[src/rtl/conv_pack64.sv]
// Packs four 16-bit stream words into one 64-bit beat and frames beats into packets with tlast.
// Optional partial-beat flush on input idle is enabled by defining PACK_FLUSH_EN.
module conv_pack64 #(
    parameter int PKT_BEATS     = 16,
    parameter int FLUSH_TIMEOUT = 64
) (
    input  logic        aclk,
    input  logic        aresetn,
    input  logic [15:0] in_tdata,
    input  logic        in_tvalid,
    output logic        in_tready,
    output logic [63:0] out_tdata,
    output logic [7:0]  out_tkeep,
    output logic        out_tvalid,
    input  logic        out_tready,
    output logic        out_tlast,
    output logic [15:0] pkt_count
);

    localparam logic [15:0] LAST_BEAT = 16'(PKT_BEATS - 1);

    // Empty block: only makes the timeout parameter visible to elaboration in every build.
    if (FLUSH_TIMEOUT < 2) begin : g_bad_flush_timeout
    end

    logic [1:0]  word_idx;
    logic [47:0] asm_data;
    logic [15:0] beat_cnt;
    logic        ready_en;

    logic out_free;
    logic in_hs;
    logic out_hs;
    logic load_full;
    logic beat_last;

    assign out_free  = ~out_tvalid | out_tready;
    assign in_tready = ready_en & ((word_idx != 2'd3) | out_free);
    assign in_hs     = in_tvalid & in_tready;
    assign out_hs    = out_tvalid & out_tready;
    assign load_full = in_hs & (word_idx == 2'd3);
    assign beat_last = (beat_cnt == LAST_BEAT);

`ifdef PACK_FLUSH_EN
    localparam int TW = $clog2(FLUSH_TIMEOUT + 1);
    localparam logic [TW-1:0] TIMER_LAST = TW'(FLUSH_TIMEOUT - 1);

    logic [TW-1:0] idle_timer;
    logic          flush;
    logic [63:0]   flush_data;
    logic [7:0]    flush_keep;

    // Input handshake always beats a pending flush; unfilled word slots read as zero.
    always_comb begin
        flush      = ~in_hs & (word_idx != 2'd0) & (idle_timer == TIMER_LAST) & out_free;
        flush_data = {16'h0000,
                      (word_idx == 2'd3) ? asm_data[47:32] : 16'h0000,
                      (word_idx >= 2'd2) ? asm_data[31:16] : 16'h0000,
                      (word_idx >= 2'd1) ? asm_data[15:0]  : 16'h0000};
        case (word_idx)
            2'd1:    flush_keep = 8'h03;
            2'd2:    flush_keep = 8'h0F;
            2'd3:    flush_keep = 8'h3F;
            default: flush_keep = 8'h00;
        endcase
    end

    // Timer saturates at expiry so a blocked flush fires on the first free output clock.
    always_ff @(posedge aclk or negedge aresetn) begin
        if (!aresetn) begin
            idle_timer <= '0;
        end else if (in_hs || flush || word_idx == 2'd0) begin
            idle_timer <= '0;
        end else if (idle_timer != TIMER_LAST) begin
            idle_timer <= idle_timer + 1'b1;
        end
    end
`endif

    always_ff @(posedge aclk or negedge aresetn) begin
        if (!aresetn) begin
            ready_en <= 1'b0;
        end else begin
            ready_en <= 1'b1;
        end
    end

    always_ff @(posedge aclk or negedge aresetn) begin
        if (!aresetn) begin
            word_idx <= 2'd0;
            asm_data <= '0;
            beat_cnt <= '0;
        end else if (load_full) begin
            word_idx <= 2'd0;
            beat_cnt <= beat_last ? 16'd0 : beat_cnt + 16'd1;
        end else if (in_hs) begin
            asm_data[16*word_idx +: 16] <= in_tdata;
            word_idx <= word_idx + 2'd1;
`ifdef PACK_FLUSH_EN
        end else if (flush) begin
            word_idx <= 2'd0;
            beat_cnt <= '0;
`endif
        end
    end

    // Output register holds its beat until accepted; a new beat may load on the accepting clock.
    always_ff @(posedge aclk or negedge aresetn) begin
        if (!aresetn) begin
            out_tdata  <= '0;
            out_tkeep  <= '0;
            out_tvalid <= 1'b0;
            out_tlast  <= 1'b0;
        end else if (load_full) begin
            out_tdata  <= {in_tdata, asm_data};
            out_tkeep  <= 8'hFF;
            out_tvalid <= 1'b1;
            out_tlast  <= beat_last;
`ifdef PACK_FLUSH_EN
        end else if (flush) begin
            out_tdata  <= flush_data;
            out_tkeep  <= flush_keep;
            out_tvalid <= 1'b1;
            out_tlast  <= 1'b1;
`endif
        end else if (out_hs) begin
            out_tvalid <= 1'b0;
        end
    end

    always_ff @(posedge aclk or negedge aresetn) begin
        if (!aresetn) begin
            pkt_count <= '0;
        end else if (out_hs && out_tlast) begin
            pkt_count <= pkt_count + 16'd1;
        end
    end

endmodule
[config.mk]
export PLATFORM = sky130hd
export DESIGN_NAME = conv_pack64
export DESIGN_NICKNAME = d
export VERILOG_FILES = /design/src/rtl/conv_pack64.sv
export SDC_FILE = /design/constraint.sdc
export NUM_CORES = 1
export LEC_CHECK = 0
export CAP_MARGIN = 0
export CORE_MARGIN = 1
export CORE_UTILIZATION = 47
export DETAILED_ROUTE_END_ITERATION = 16
export DONT_BUFFER_PORTS = 1
export GPL_TIMING_DRIVEN = 0
export PLACE_DENSITY_LB_ADDON = 0.12
export SETUP_SLACK_MARGIN = 0.1
export SYNTH_ARGS = -nofsm -noshare
export SYNTH_HDL_FRONTEND = slang
export SYNTH_SLANG_ARGS = --single-unit
[constraint.sdc]
create_clock -name aclk -period 4.9 [get_ports aclk]
set_input_delay 0.98 -clock aclk [delete_from_list [all_inputs] [get_ports aclk]]
set_output_delay 0.98 -clock aclk [all_outputs]
set_load 0.01 [all_outputs]
Word-level counts from Yosys, hierarchy flattened:

Cells that the tools add are included.

* flip-flop bits (word level): 150
* bits of input ports: 20
* output and inout bits: 91

* $add $sub $neg: 4
* equality and inequality tests: 3
* shifts and indexed selects: 2
* mux-type cells: 6
* bitwise gates (word level): 8
* reduce and logical (&&, ||, !) cells: 4

Operator list (count)
* $bwmux W48: 1
* $shift A16 B34 Y48 const A: 1
* $shiftx A16 B34 Y48: 1
* $neg A6 Y34: 1
* $add A16 B1 Y16 const B: 2
* $eq A16 B4 Y1 const B: 1
* $mux W16: 1
* $and A1 B1 Y1: 4
* $mux W2: 2
* $reduce_bool A2 Y1: 2
* $add A2 B1 Y2 const B: 1
* $eq A2 B2 Y1 const B: 1
* $mux W1: 2
* $ne A2 B2 Y1 const B: 1
* $not A1 Y1: 2
* $or A1 B1 Y1: 2
* $reduce_and A2 Y1: 1
* $logic_and A1 B1 Y1: 1

Longest topological paths before layout:

* word-level depth: 8
* depth in mapped cells: 8
* gate-level depth less buffers: 5

Worst setup path after synthesis:

No wires, ideal clock.

* path kind: input-to-output
* from: in out_tready
* to: out in_tready
* data arrival time: 1.470 ns
* data required time: 3.920 ns
* path slack: 2.450 ns
* stages: 4
* buffers on the path: 1
* cells stage by stage: nor2b_1 buf_6 nand2_1 and2_1

* longest elaborated chain between the ends: 3

Ends and longest elaborated chain
* from (decl): line 15 `input logic out_tready,`
* $or A1 B1 Y1: line 37 `assign out_free = ~out_tvalid | out_tready;`
* $or A1 B1 Y1: line 38 `assign in_tready = ready_en & ((word_idx != 2'd3) | out_free);`
* $and A1 B1 Y1: line 38
* to (decl): line 11 `output logic in_tready,`

Every way passes these cells.

Final worst setup path:

Same ends and word-level chain as after synthesis.

==> flow_summary.yaml <==
power_and_ir_drop:
  finalPower_mw: 3.695
  p_per_area_nw_per_um2: 530.0
  peakVddDrop_mv: 0.2990
  leakage_nw: 3.489
synthesis:
  ys.flop_type: "dfrtp_1"
  synth.yosys.seq_area_share_pct: 61.05
  syn_area_sq_um: 6148
  yosys_warnings: 0
  ys_seq_elements: 150
  synth_edf_count: 0
  synth_nets: 675
  avgSynthCellArea_sq_um: 9.488
  synthesis.instances: 648
  synth-async-reset-ratio_pct: 100.0
  synth_cell_types: 36
floorplanning:
  die_y_microns: 116.4
  die_area_sq_um: 13540
  ioPinCount: 111
  initial_core_util_pct: 48.52
  core_sq_um: 12670
  fp.dieW_microns: 116.4
  num_rows: 41
sta:
  finalHoldViolCount: 0
  finalWorstSetupSlack_ns: 2.382
  slew_headroom_pct: 57.79
  fin_crit_ns: 2.518
  clock_skew_ns: 0.006182
  min_period_over_period_pct: 51.39
  max_freq_mhz: 397.1
  worst_slew_pin_slew_ns: 0.6283
  rsz0062_at_grt: "false"
  drv_slew: 0
  tns_ns: 0
  setup_viol_count_final: 0
final_layout:
  drive_gt1_share_pct: 8.529
  nFillCells: 1175
  fin_area_sq_um: 6972
  final_common_cell: "nand2_1"
  final_cell_mix: "311 x nand2_1, 150 x dfrtp_1, 51 x o21ai_0"
  n_antenna_cell: 0
  final_nets: 694
  final_util_pct: 55.02
  area_delta_synth_final_pct: 13.39
critical_path:
  max_stage_delay_ns: 0.21
  cp.required_ns: 3.92
  crit_slowest_cell: "and2_1"
  worstSetupEndpointType: "output port"
  crit_arrival_ns: 1.54
  crit_start: "out_tready"
  cp_cell_sequence: "nor2b_1 -> buf_6 -> nand2_1 -> and2_1"
  start_kind: "primary input"
  rr_startpoint: "word_idx[0]$_DFFE_PN0P_"
  crit_fanout: 8
  timing.setup.critical_path_class: "in2out"
routing:
  drt-initial-drc-count: 230
  routedWlPerCell_microns: 16.44
  ant_nets: 0
  drc: 0
  num_vias: 4394
  wirelength_microns: 14010
  via_per_inst: 5.157
  first_pass_iters: 4
cts:
  cts_max_level: 4
  cts_resized: 0
  cts_buffers: 17
  clk_pin_slew_ns: 0.05
  cts_tree: "yes"
  hold_buffers: 0
  worstSkewPairLatency_ns: 0.42
  cts_root_buf: "clkbuf_16"
  cts_sinks: 150
  cts_setup_buffers: 0
  clock_path_buffers: 2
placed_design:
  postPlaceCellArea_sq_um: 6364
  io_buffers: 0
  gp_congestion: 0.7685
  post-dp-hpwl_microns: 9629
  dp_worst_setup_slack_ns: 2.384
outcome:
  status: "complete, no violations"
grt:
  overflow: 0
  grt_pass1_wl_microns: 22620
  grt_pass1_vias: 4404
  antenna_found_initial: 0
  track_usage_pct: 22.54
  grt_max_degree: 151
run:
  cap_violations: 0
min_path:
  min_path_type: "in2async"
cell type report:
cell class,count,area [sq um],share of cell area (%)
Buffer,36,198.9,2.854
Clock buffer,26,519.2,7.448
Clock inverter,6,88.84,1.274
Inverter,3,11.26,0.1615
Multi-Input combinational cell,459,2185,31.34
Sequential cell,150,3754,53.84
Tap cell,172,215.2,3.087
stage by stage:
stage	hold slack (ns)	std cells
after floorplan	0.4386	648
after global placement	0.4491	820
after detailed placement	0.4542	820
after CTS	0.2345	852
after global routing	0.2296	852
final	0.2569	852
synth_stat cells, drive strengths merged, types with 3 or more instances:
cell / instances / area, sq um
and3: 4 / 25.02
buf: 19 / 133.9
clkbuf: 17 / 65.06
dfrtp: 150 / 3754
ha: 7 / 87.58
inv: 3 / 11.26
mux2: 3 / 33.78
nand2: 311 / 1167
nand3: 13 / 70.07
nand4: 7 / 50.05
nor2: 5 / 18.77
nor3: 7 / 35.03
nor4: 6 / 52.55
o21ai: 52 / 260.2
xnor2: 15 / 131.4
xor2: 12 / 105.1
path summary, 6_finish.rpt:
kind                                              to  slack, ns  cells past startpoint
min                         pkt_count[7]$_DFFE_PN0P_       0.26                      0
max reg2reg                out_tdata[47]$_DFFE_PN0P_       2.80                      7
max in group asynchronous  out_tdata[18]$_DFFE_PN0P_       4.44                      0
min reg2reg                out_tdata[17]$_DFFE_PN0P_       0.47                      2
max                                        in_tready       2.38                      4
min in group aclk          out_tdata[17]$_DFFE_PN0P_       0.47                      2
registers in the layout (all words and copies together), names as in the netlist:
| name | flops |
|---|---|
| asm_data | 48 |
| beat_cnt | 16 |
| out_tdata | 64 |
| out_tkeep | 1 |
| out_tlast | 1 |
| out_tvalid | 1 |
| pkt_count | 16 |
| ready_en | 1 |
| word_idx | 2 |
layer usage:
layer,part of all wire (%),wire [microns],GRT usage [%]
met1,43,6038,30.05
met2,46,6494,34.28
met3,9.1,1272,7.109
met4,1.5,204,8.889
met5,0,0,0
power breakdown:
| part | internal, mW | switching, mW |
|---|---|---|
| Sequential | 1.54 | 0.311 |
| Combinational | 0.217 | 0.312 |
| Clock | 0.831 | 0.483 |
logic make-up after synthesis:
kind of cell	after synthesis	synth area share (%)
flip-flops	150	61.05
other	1	0.06099
adder cells (fa/ha/maj)	7	1.424
XOR/XNOR	27	3.846
buffers and inverters	39	3.419
AO/OA/AOI/OAI	54	4.579
AND/OR/NAND/NOR	367	25.07
multiplexers	3	0.5494
worst max-delay path, delay by kind of cell:
| family | cells | cell delay (ns) |
|---|---|---|
| and+or+nand+nor | 3 | 0.41 |
| buffers and inverters | 1 | 0.16 |
(Power assumes the default switching activity.)
